## src/rtl/mem_port_if.sv

```systemverilog
// Bundle of the register-side and memory-side signals of mem_port.
// The slave modport is the sequencer. The master modport is whatever surrounds it: the CPU
// register buses together with the external memory.
interface mem_port_if;
  // Register / CPU side
  logic        REQ;
  logic        WR;
  logic        POST_ID;
  logic        POST_INC;
  logic [15:0] ADDR;
  logic [15:0] WDATA;
  logic        BUSY;
  logic        DONE;
  logic        ERR;
  logic [1:0]  ERR_CODE;
  logic [15:0] RDATA;
  logic        LDN;
  logic        IDN;
  logic        INC_DECN;
  // Memory side
  logic [14:0] MEM_ADDR;
  logic [15:0] MEM_WDATA;
  logic        MEM_CSN;
  logic        MEM_WEN;
  logic [15:0] MEM_RDATA;
  logic        MEM_RDY;

  modport slave (
    input  REQ, WR, POST_ID, POST_INC, ADDR, WDATA, MEM_RDATA, MEM_RDY,
    output BUSY, DONE, ERR, ERR_CODE, RDATA, LDN, IDN, INC_DECN,
    output MEM_ADDR, MEM_WDATA, MEM_CSN, MEM_WEN
  );

  modport master (
    output REQ, WR, POST_ID, POST_INC, ADDR, WDATA, MEM_RDATA, MEM_RDY,
    input  BUSY, DONE, ERR, ERR_CODE, RDATA, LDN, IDN, INC_DECN,
    input  MEM_ADDR, MEM_WDATA, MEM_CSN, MEM_WEN
  );
endinterface

```

## src/rtl/mem_port.sv

```systemverilog
// Memory access sequencer between the CPU register buses and a 16-bit external memory.
// It captures an access, runs a handshaked read or write with a wait-state timeout, and then
// issues the register-side load and inc/dec strobes. Every output is a register. Each output
// register is loaded from the next-state value, so an output changes on the same edge that
// the state does.
module mem_port #(
  // Maximum WAIT cycles before abort, 2..255
  parameter int unsigned TIMEOUT_CYC = 64
) (
  input  logic     CLK,
  input  logic     RESET,
  mem_port_if.slave bus
);

  localparam logic [2:0] StIdle     = 3'd0;
  localparam logic [2:0] StSetup    = 3'd1;
  localparam logic [2:0] StWait     = 3'd2;
  localparam logic [2:0] StComplete = 3'd3;
  localparam logic [2:0] StFault    = 3'd4;

  localparam logic [1:0] CodeNone       = 2'b00;
  localparam logic [1:0] CodeMisaligned = 2'b01;
  localparam logic [1:0] CodeTimeout    = 2'b10;

  // The counter value seen during the last permitted WAIT cycle
  localparam logic [7:0] WaitLast = 8'(TIMEOUT_CYC - 1);

  logic [2:0]  state_q, state_d;
  logic [7:0]  cnt_q, cnt_d;
  logic        accept;
  logic        wr_q, wr_d;
  logic        post_id_q, post_id_d;
  logic        post_inc_q, post_inc_d;
  logic        mem_active_d;

  logic        busy_q;
  logic        done_q;
  logic        err_q;
  logic [1:0]  err_code_q;
  logic [15:0] rdata_q;
  logic        ldn_q;
  logic        idn_q;
  logic [14:0] mem_addr_q;
  logic [15:0] mem_wdata_q;
  logic        mem_csn_q;
  logic        mem_wen_q;

  // Sequencer next state and wait-state counter
  always_comb begin
    state_d = state_q;
    cnt_d   = cnt_q;
    accept  = 1'b0;
    case (state_q)
      StIdle: begin
        if (bus.REQ) begin
          accept  = 1'b1;
          state_d = bus.ADDR[0] ? StFault : StSetup;
        end
      end
      StSetup: begin
        cnt_d   = '0;
        state_d = StWait;
      end
      StWait: begin
        // A ready in the final permitted cycle still completes the access
        if (bus.MEM_RDY) begin
          state_d = StComplete;
        end else if (cnt_q == WaitLast) begin
          state_d = StFault;
        end else begin
          cnt_d = cnt_q + 8'd1;
        end
      end
      StComplete: state_d = StIdle;
      StFault:    state_d = StIdle;
      default:    state_d = StIdle;
    endcase
  end

  // The request attributes are captured on the edge that accepts the request
  always_comb begin
    wr_d         = accept ? bus.WR       : wr_q;
    post_id_d    = accept ? bus.POST_ID  : post_id_q;
    post_inc_d   = accept ? bus.POST_INC : post_inc_q;
    mem_active_d = (state_d == StSetup) || (state_d == StWait);
  end

  // Sequencer state and captured request attributes
  always_ff @(posedge CLK or posedge RESET) begin
    if (RESET) begin
      state_q    <= StIdle;
      cnt_q      <= '0;
      wr_q       <= 1'b0;
      post_id_q  <= 1'b0;
      post_inc_q <= 1'b1;
    end else begin
      state_q    <= state_d;
      cnt_q      <= cnt_d;
      wr_q       <= wr_d;
      post_id_q  <= post_id_d;
      post_inc_q <= post_inc_d;
    end
  end

  // Registered strobes, memory controls and status, derived from the next state
  always_ff @(posedge CLK or posedge RESET) begin
    if (RESET) begin
      busy_q      <= 1'b0;
      done_q      <= 1'b0;
      err_q       <= 1'b0;
      ldn_q       <= 1'b1;
      idn_q       <= 1'b1;
      mem_csn_q   <= 1'b1;
      mem_wen_q   <= 1'b1;
    end else begin
      busy_q    <= (state_d != StIdle);
      done_q    <= (state_d == StComplete);
      err_q     <= (state_d == StFault);
      ldn_q     <= !((state_d == StComplete) && !wr_d);
      idn_q     <= !((state_d == StComplete) && post_id_d);
      mem_csn_q <= !mem_active_d;
      mem_wen_q <= !(mem_active_d && wr_d);
    end
  end

  // Error code: cleared by an accepted request and set when an access aborts
  always_ff @(posedge CLK or posedge RESET) begin
    if (RESET) begin
      err_code_q <= CodeNone;
    end else if (accept) begin
      err_code_q <= bus.ADDR[0] ? CodeMisaligned : CodeNone;
    end else if ((state_q == StWait) && (state_d == StFault)) begin
      err_code_q <= CodeTimeout;
    end
  end

  // Memory address and write data are loaded only for aligned accesses and then held
  always_ff @(posedge CLK or posedge RESET) begin
    if (RESET) begin
      mem_addr_q  <= '0;
      mem_wdata_q <= '0;
    end else if (accept && !bus.ADDR[0]) begin
      mem_addr_q  <= bus.ADDR[15:1];
      mem_wdata_q <= bus.WDATA;
    end
  end

  // Read data register: loaded from memory on the ready edge of a read, otherwise held
  always_ff @(posedge CLK or posedge RESET) begin
    if (RESET) begin
      rdata_q <= '0;
    end else if ((state_q == StWait) && bus.MEM_RDY && !wr_q) begin
      rdata_q <= bus.MEM_RDATA;
    end
  end

  assign bus.BUSY      = busy_q;
  assign bus.DONE      = done_q;
  assign bus.ERR       = err_q;
  assign bus.ERR_CODE  = err_code_q;
  assign bus.RDATA     = rdata_q;
  assign bus.LDN       = ldn_q;
  assign bus.IDN       = idn_q;
  assign bus.INC_DECN  = post_inc_q;
  assign bus.MEM_ADDR  = mem_addr_q;
  assign bus.MEM_WDATA = mem_wdata_q;
  assign bus.MEM_CSN   = mem_csn_q;
  assign bus.MEM_WEN   = mem_wen_q;

endmodule
```

## src/flat_wrapper.sv

```systemverilog
// flat-port wrapper written by rule: the top's interface ports become plain ports
module mem_port_flat 
#(
                                             
  parameter int unsigned TIMEOUT_CYC = 64
)
  (CLK, RESET, bus_REQ, bus_WR, bus_POST_ID, bus_POST_INC, bus_ADDR, bus_WDATA, bus_MEM_RDATA, bus_MEM_RDY, bus_BUSY, bus_DONE, bus_ERR, bus_ERR_CODE, bus_RDATA, bus_LDN, bus_IDN, bus_INC_DECN, bus_MEM_ADDR, bus_MEM_WDATA, bus_MEM_CSN, bus_MEM_WEN);
  mem_port_if bus_i ();
  input  logic CLK;
  input  logic RESET;
  input wire logic [$bits(bus_i.REQ)-1:0] bus_REQ;
  input wire logic [$bits(bus_i.WR)-1:0] bus_WR;
  input wire logic [$bits(bus_i.POST_ID)-1:0] bus_POST_ID;
  input wire logic [$bits(bus_i.POST_INC)-1:0] bus_POST_INC;
  input wire logic [$bits(bus_i.ADDR)-1:0] bus_ADDR;
  input wire logic [$bits(bus_i.WDATA)-1:0] bus_WDATA;
  input wire logic [$bits(bus_i.MEM_RDATA)-1:0] bus_MEM_RDATA;
  input wire logic [$bits(bus_i.MEM_RDY)-1:0] bus_MEM_RDY;
  output wire logic [$bits(bus_i.BUSY)-1:0] bus_BUSY;
  output wire logic [$bits(bus_i.DONE)-1:0] bus_DONE;
  output wire logic [$bits(bus_i.ERR)-1:0] bus_ERR;
  output wire logic [$bits(bus_i.ERR_CODE)-1:0] bus_ERR_CODE;
  output wire logic [$bits(bus_i.RDATA)-1:0] bus_RDATA;
  output wire logic [$bits(bus_i.LDN)-1:0] bus_LDN;
  output wire logic [$bits(bus_i.IDN)-1:0] bus_IDN;
  output wire logic [$bits(bus_i.INC_DECN)-1:0] bus_INC_DECN;
  output wire logic [$bits(bus_i.MEM_ADDR)-1:0] bus_MEM_ADDR;
  output wire logic [$bits(bus_i.MEM_WDATA)-1:0] bus_MEM_WDATA;
  output wire logic [$bits(bus_i.MEM_CSN)-1:0] bus_MEM_CSN;
  output wire logic [$bits(bus_i.MEM_WEN)-1:0] bus_MEM_WEN;
  assign bus_i.REQ = bus_REQ;
  assign bus_i.WR = bus_WR;
  assign bus_i.POST_ID = bus_POST_ID;
  assign bus_i.POST_INC = bus_POST_INC;
  assign bus_i.ADDR = bus_ADDR;
  assign bus_i.WDATA = bus_WDATA;
  assign bus_i.MEM_RDATA = bus_MEM_RDATA;
  assign bus_i.MEM_RDY = bus_MEM_RDY;
  assign bus_BUSY = bus_i.BUSY;
  assign bus_DONE = bus_i.DONE;
  assign bus_ERR = bus_i.ERR;
  assign bus_ERR_CODE = bus_i.ERR_CODE;
  assign bus_RDATA = bus_i.RDATA;
  assign bus_LDN = bus_i.LDN;
  assign bus_IDN = bus_i.IDN;
  assign bus_INC_DECN = bus_i.INC_DECN;
  assign bus_MEM_ADDR = bus_i.MEM_ADDR;
  assign bus_MEM_WDATA = bus_i.MEM_WDATA;
  assign bus_MEM_CSN = bus_i.MEM_CSN;
  assign bus_MEM_WEN = bus_i.MEM_WEN;
  mem_port #(.TIMEOUT_CYC(TIMEOUT_CYC)) u_core (.CLK(CLK), .RESET(RESET), .bus(bus_i));
endmodule
```

## config.mk

```make
export PLATFORM = sky130hd
export DESIGN_NAME = mem_port_flat
export DESIGN_NICKNAME = d
export VERILOG_FILES = /design/src/rtl/mem_port_if.sv /design/src/rtl/mem_port.sv /design/src/flat_wrapper.sv
export SDC_FILE = /design/constraint.sdc
export NUM_CORES = 1
export LEC_CHECK = 0
export BUFFER_PORTS_ARGS = -buffer_cell sky130_fd_sc_hd__buf_2
export CAP_MARGIN = 25
export CORE_MARGIN = 2
export CORE_UTILIZATION = 49
export DETAILED_ROUTE_END_ITERATION = 16
export HOLD_SLACK_MARGIN = 0.03
export PLACE_DENSITY = 0.79
export SYNTH_ARGS = -nofsm -noshare
export SYNTH_HDL_FRONTEND = slang
export SYNTH_SLANG_ARGS = --single-unit
```

## constraint.sdc

```tcl
create_clock -name CLK -period 2.2 [get_ports CLK]
set_clock_uncertainty 0.05 [all_clocks]
set_input_delay 0 -clock CLK [delete_from_list [all_inputs] [get_ports CLK]]
set_output_delay 0 -clock CLK [all_outputs]
set_load 0.01 [all_outputs]
```

==> results.py, run 1 <==
metrics = {
    "worst_setup_path": {
        "worstSetupPathType": "reg2reg",
        "slowest_delay_ns": 0.65,
        "crit_arrival_ns": 2.20,
        "critPathRequiredTime_ns": 2.38,
        "crit_fanout": 16,
        "start_kind": "register",
        "endpoint": "u_core.bus.MEM_ADDR[9]",
        "crit_start": "u_core.state_q[1]",
        "reg2reg_from": "u_core.state_q[1]",
        "reg2reg_depth": 4,
        "critPathBufInv": 1,
        "worstSetupEndpointType": "register",
        "r2r_slack_ns": 0.18,
        "worst-path-stages": 4,
        "path_cells": "or4b_1, nor2_8, buf_12, mux2_4",
        "reg2reg_to": "u_core.bus.MEM_ADDR[9]",
        "crit_family": "simple AND/OR/NAND/NOR gates",
        "slowest_stage": "or4b_1",
    },
    "run_status": {
        "status": "complete, no violations",
    },
    "floorplanning": {
        "io_pins": 112,
        "dieArea_sq_um": 6827,
        "core-area_sq_um": 5956,
        "placement_rows": 28,
        "dieHeight_um": 82.63,
        "initial_utilization": 0.5086,
        "die_w_um": 82.63,
    },
    "power": {
        "total_power_mw": 5.634,
        "irDropWorstVdd_mv": 0.7382,
        "p_leak_nw": 2.172,
        "power_density_nw_per_um2": 1270,
    },
    "logic_synthesis": {
        "syn-cell-area_sq_um": 3029,
        "synth_area_leaders": "dfrtp_1 (54%), mux2_4 (15%), mux2_2 (6.3%)",
        "synth_top_family_by_area": "multiplexers",
        "synth_edf_count": 0,
        "synth_top_cell_by_area": "dfrtp_1",
        "synthFlopType": "dfrtp_1",
        "synthArstFlopShare": 1.000,
        "synthMuxAreaShare": 0.2152,
        "synthXorXnorAreaFrac": 0.008674,
        "ys_warn_count": 0,
        "synth_compound_area_frac": 0.04502,
        "yosysUniqueCellTypes": 45,
        "yosys.area_share.simple": 0.1045,
        "synthAdderAreaFrac": 0.004131,
        "avgSynthCellArea_sq_um": 14.70,
        "synthCells": 206,
        "ys_seq_area_frac": 0.5803,
        "synth_nets": 262,
        "netlist.area_leader.share": 0.5370,
        "synth_seq_cells": 70,
    },
    "timing": {
        "post-route-min-period_ns": 2.019,
        "final_max_slew_viol_count": 0,
        "setup_viol": 0,
        "rsz0062_at_grt": "false",
        "fmaxAchievable_mhz": 495.4,
        "fin_ws_ns": 0.1815,
        "slew_headroom": 0.5946,
        "timing.final.crit_share": 0.9175,
        "worst_pin_slew_ns": 0.6073,
        "hold_viol_final": 0,
        "tns_ns": 0,
    },
    "placed_design": {
        "io_buffers": 111,
        "detailed_place_hpwl_mm": 4.627,
        "pre_cts_slack_ns": 0.2061,
        "placedCellCount": 394,
        "gp_congestion": 0.8279,
        "place_area_sq_um": 3674,
    },
    "final_layout": {
        "drive_above_1_share": 0.5013,
        "final_cells": 464,
        "nNetsFinal": 440,
        "syn2layout_area_growth_pct": 46.51,
        "diodes": 0,
        "layout_commonest_cell": "buf_2",
        "layout_common_cells": "buf_2 (111), dfrtp_1 (65), dlygate4sd3_1 (54)",
        "stdcell_area_sq_um": 4438,
    },
    "grt": {
        "grt_util_all_layers": 0.2346,
        "grt_max_degree": 32,
        "grt_pass1_wl_mm": 11.43,
        "grt_pass1_vias": 2429,
        "antenna_found_initial": 0,
        "overflow": 0,
    },
    "flow_run": {
        "max_cap_violations": 0,
    },
    "clocking": {
        "root_buffer": "clkbuf_8",
        "clockBufferDepth": 2,
        "cts_resized": 0,
        "htreeDepth": 3,
        "cts_tree": "built",
        "path_clk_slew_ns": 0.08,
        "clock_latency_ns": 0.35,
        "clock_sinks": 70,
        "numCtsBuffers": 9,
    },
    "detailed_routing": {
        "drt_pass1_iterations": 5,
        "wl_mm": 7.571,
        "wire_per_inst_um": 16.32,
        "detail_route.iter0.violations": 102,
        "drt-vias-per-instance": 5.131,
        "ant_nets": 0,
        "num_vias": 2381,
        "drcViolationCount": 0,
    },
    "worst_hold_path": {
        "hold_path.class": "in2async",
    },
}
worst min path at each step:
stage,cells after the start,slack [ns],startpoint,endpoint
after floorplan,2,0.03,bus_POST_INC,u_core.bus.INC_DECN
after global placement,2,0.06,RESET,u_core.post_id_q
after detailed placement,2,0.06,RESET,u_core.post_id_q
after CTS,3,0.24,RESET,u_core.post_id_q
after global routing,3,0.27,RESET,u_core.post_id_q
final,3,0.22,RESET,u_core.post_id_q
power by group:
group | switching (mW) | internal [mW] | leakage [nW]
registers | 0.346 | 1.89 | 0.848
clock network | 0.482 | 0.669 | 0.102
logic | 1.02 | 1.24 | 1.22
total | 1.84 | 3.79 | 2.17
kinds of logic (layout without fill, tap and decap cells):
group / Yosys count / after routing
compound gates: 21 / 21
xor+xnor: 3 / 3
fa+ha+maj: 1 / 1
buf+inv: 13 / 196
flops: 70 / 70
mux: 48 / 48
simple gates: 50 / 50
stage by stage:
step           hold WS [ns]    util
2_1_floorplan       0.03305       -
3_3_place_gp        0.06405  0.6168
3_5_place_dp        0.05737  0.6168
4_1_cts              0.2434  0.7452
5_1_grt              0.2744  0.7452
6_report             0.2169  0.7452
registers in the layout (all words and copies together), names as in the netlist:
name and count:
u_core.bus.BUSY 1, u_core.bus.DONE 1, u_core.bus.ERR 1, u_core.bus.ERR_CODE 2
u_core.bus.IDN 1, u_core.bus.INC_DECN 1, u_core.bus.LDN 1, u_core.bus.MEM_ADDR 15
u_core.bus.MEM_CSN 1, u_core.bus.MEM_WDATA 16, u_core.bus.MEM_WEN 1, u_core.bus.RDATA 16
u_core.cnt_q 8, u_core.post_id_q 1, u_core.state_q 3, u_core.wr_q 1
metal layers:
layer,GRT usage,part of all wire
met5,0,0
met2,0.4226,0.52
met3,0.04891,0.067
met4,0.1098,0.019
met1,0.2648,0.39
repair_timing:
item / CTS / global route
hold endpoints to repair: 82 / 0
buffers inserted: 0 / 0
hold buffers: 54 / 0
cells in the mapped netlist (2+ instances only):
cell type	count
buf_4	2
inv_1	4
and2_1	3
dfrtp_1	65
buf_6	3
mux2_2	17
nand4_1	2
nor2_1	6
o211ai_1	2
buf_12	3
dfstp_2	5
nor4b_1	2
o31ai_1	2
nand2_1	17
mux2_4	30
nand3_1	3
xor2_1	3
o21ai_0	6
a21oi_1	5
layout make-up:
class,instances,area [sq um]
Clock buffer,11,141.4
Tap cell,75,93.84
Timing Repair Buffer,176,1204
Clock inverter,5,82.58
Multi-Input combinational cell,123,1144
Fill cell,388,1518
Inverter,4,15.01
Sequential cell,70,1758
worst register-to-register path: stages (launching register included):
cell and delay (ns):
dfrtp_1 0.39, or4b_1 0.65, nor2_8 0.28, buf_12 0.22
mux2_4 0.33
(Power assumes the default switching activity.)
==> inputs of run 2 (changes only) <==
--- a/config.mk
+++ b/config.mk
@@ -5,13 +5,14 @@
 export SDC_FILE = /design/constraint.sdc
 export NUM_CORES = 1
 export LEC_CHECK = 0
+export ABC_AREA = 1
 export BUFFER_PORTS_ARGS = -buffer_cell sky130_fd_sc_hd__buf_2
-export CAP_MARGIN = 25
+export CAP_MARGIN = 20
 export CORE_MARGIN = 2
 export CORE_UTILIZATION = 49
 export DETAILED_ROUTE_END_ITERATION = 16
 export HOLD_SLACK_MARGIN = 0.03
-export PLACE_DENSITY = 0.79
+export PLACE_DENSITY = 0.8
 export SYNTH_ARGS = -nofsm -noshare
 export SYNTH_HDL_FRONTEND = slang
 export SYNTH_SLANG_ARGS = --single-unit
==> results.py, run 2 <==
metrics = {
    "run_status": {
        "status": "complete, no violations",
    },
    "clocking": {
        "clock_latency_ns": 0.34,
        "clockBufferDepth": 2,
        "cts_resized": 0,
        "htreeDepth": 3,
        "clock_sinks": 70,
        "cts_setup_buffers": 0,
        "ctsHoldBuffers": 56,
        "path_clk_slew_ns": 0.08,
        "numCtsBuffers": 9,
        "cts_tree": "built",
        "root_buffer": "clkbuf_8",
    },
    "worst_setup_path": {
        "worstSetupPathType": "reg2reg",
        "crit_fanout": 7,
        "slowest_delay_ns": 0.56,
        "start_kind": "register",
        "crit_family": "buffers and inverters",
        "critPathBufInv": 2,
        "worstSetupEndpointType": "register",
        "crit_arrival_ns": 2.04,
        "slowest_stage": "dlygate4sd3_1",
        "path_cells": "nor2_4, nand3_2, inv_2, or2_2, o21a_1, dlygate4sd3_1, nand2_1",
        "critPathRequiredTime_ns": 2.41,
    },
    "logic_synthesis": {
        "netlist.area_leader.share": 0.5485,
        "synthCells": 339,
        "synthArstFlopShare": 1.000,
        "synth_area_leaders": "dfrtp_1 (55%), nand2_1 (22%), dfstp_2 (4.4%)",
        "synth_common_cells": "nand2_1 (177), dfrtp_1 (65), nand3_1 (25)",
        "yosysMostFrequentCell": "nand2_1",
        "yosysUniqueCellTypes": 27,
        "synth_seq_cells": 70,
        "avgSynthCellArea_sq_um": 8.747,
        "ys_seq_area_frac": 0.5928,
        "synth_nets": 395,
        "synthFlopType": "dfrtp_1",
        "synth_top_cell_by_area": "dfrtp_1",
        "ys_warn_count": 0,
        "synth_edf_count": 0,
        "syn-cell-area_sq_um": 2965,
    },
    "power": {
        "p_leak_nw": 2.447,
        "irDropWorstVdd_mv": 0.7357,
        "power_density_nw_per_um2": 1227,
    },
    "floorplanning": {
        "initial_utilization": 0.5038,
        "io_pins": 112,
        "core-area_sq_um": 5886,
        "dieHeight_um": 81.79,
        "die_w_um": 81.79,
        "dieArea_sq_um": 6690,
        "placement_rows": 28,
    },
    "detailed_routing": {
        "ant_nets": 0,
        "detail_route.iter0.violations": 183,
        "route.met3.wl_um": 554,
        "drt-vias-per-instance": 4.864,
        "wire_per_inst_um": 14.43,
        "wl_met1_mm": 3.366,
        "drt_pass1_iterations": 5,
        "top_layer": "met4",
        "wl_mm": 8.497,
        "drcViolationCount": 0,
        "num_vias": 2865,
        "dr_wl_met2_mm": 4.337,
    },
    "placed_design": {
        "placedCellCount": 517,
        "gp_congestion": 0.8045,
        "detailed_place_hpwl_mm": 4.693,
        "io_buffers": 111,
    },
    "grt": {
        "overflow": 0,
        "grt_max_degree": 71,
        "grt_util_all_layers": 0.2670,
        "grt_pass1_wl_mm": 13.19,
        "grt_pass1_vias": 2854,
        "antenna_found_initial": 0,
    },
    "final_layout": {
        "final_cells": 589,
        "syn2layout_area_growth_pct": 45.78,
        "layout_common_cells": "nand2_1 (177), buf_2 (111), dfrtp_1 (65)",
        "drive_above_1_share": 0.2899,
        "layout_commonest_cell": "nand2_1",
        "nNetsFinal": 565,
        "diodes": 0,
    },
    "timing": {
        "rsz0062_at_grt": "false",
        "worst_pin_slew_ns": 0.5448,
        "setup_viol": 0,
        "post-route-min-period_ns": 1.829,
        "final_max_slew_viol_count": 0,
        "timing.final.crit_share": 0.8313,
        "fmaxAchievable_mhz": 546.8,
        "tns_ns": 0,
        "slew_headroom": 0.6346,
        "hold_viol_final": 0,
    },
    "worst_hold_path": {
        "hold_path.class": "in2async",
    },
    "flow_run": {
        "max_cap_violations": 0,
    },
}
[run 2: cell types whose count changed in the layout (fill, tap and decap cells not counted), moves of 8 or more]
cell     change
nand2_1    +160
mux2_4      -30
nand3_1     +22
mux2_2      -17
inv_1       +13
nor2_1       +9
buf_4        -8
[run 2: path summary, 6_finish.rpt]
| check | startpoint | end | slack [ns] | depth (start not counted) |
|---|---|---|---|---|
| max reg2reg | u_core.state_q[2] | u_core.bus.IDN | 0.37 | 7 |
| min in group CLK | bus_ADDR[4] | u_core.bus.MEM_ADDR[3] | 0.34 | 4 |
| max | u_core.state_q[2] | u_core.bus.IDN | 0.37 | 7 |
| min reg2reg | u_core.bus.RDATA[12] | u_core.bus.RDATA[12] | 0.42 | 2 |
| max in group asynchronous | RESET | u_core.bus.MEM_CSN | 1.55 | 4 |
| min | RESET | u_core.cnt_q[4] | 0.22 | 4 |
[run 2: metrics by stage]
stage            util  total power, mW  hold slack, ns  setup WS, ns  area (sq um)
3_5_place_dp   0.6014            3.969         0.05610        0.5570          3540
2_1_floorplan       -            3.281         0.04026        0.3901          2965
3_3_place_gp   0.6014            3.891         0.05438        0.6134          3540
6_report       0.7345            5.303          0.2176        0.3711          4323
4_1_cts        0.7345            5.246          0.2353        0.3665          4323
5_1_grt        0.7345            5.639          0.3002        0.2350          4323
[run 2: worst register-to-register path: stages (launching register included)]
cell           delay [ns]
dfrtp_1              0.41
nor2_4               0.16
nand3_2              0.13
inv_2                0.16
or2_2                0.13
o21a_1               0.10
dlygate4sd3_1        0.56
nand2_1              0.06
[run 2: cells by family after synthesis]
kind of cell,count (synthesis),synth area share
flops,70,0.5928
simple gates,230,0.3228
buf+inv,32,0.06413
compound gates,5,0.01308
fa+ha+maj,1,0.004219
xor+xnor,1,0.002954
[run 2: layer usage]
metal | vias up | GRT usage
met4 | 0 | 0.1367
met2 | 122 | 0.4504
met1 | 1342 | 0.3138
met5 | - | 0
met3 | 25 | 0.07033
li1 | 1376 | -
[run 2: power by group]
group	total [mW]	internal (mW)	switching [mW]	leakage, nW
registers	2.13	1.82	0.304	0.877
clock network	1.16	0.672	0.486	0.110
logic	2.02	0.773	1.24	1.46
total	5.30	3.27	2.03	2.45
[run 2: cell type report]
type                       count  area [sq um]
multi-input combinational    237          1017
timing repair buffer         169          1144
clock inverter                 5         81.33
clock buffer                  11         141.4
sequential                    70          1758
tap                           75         93.84
fill                         416          1563
inverter                      22         87.58
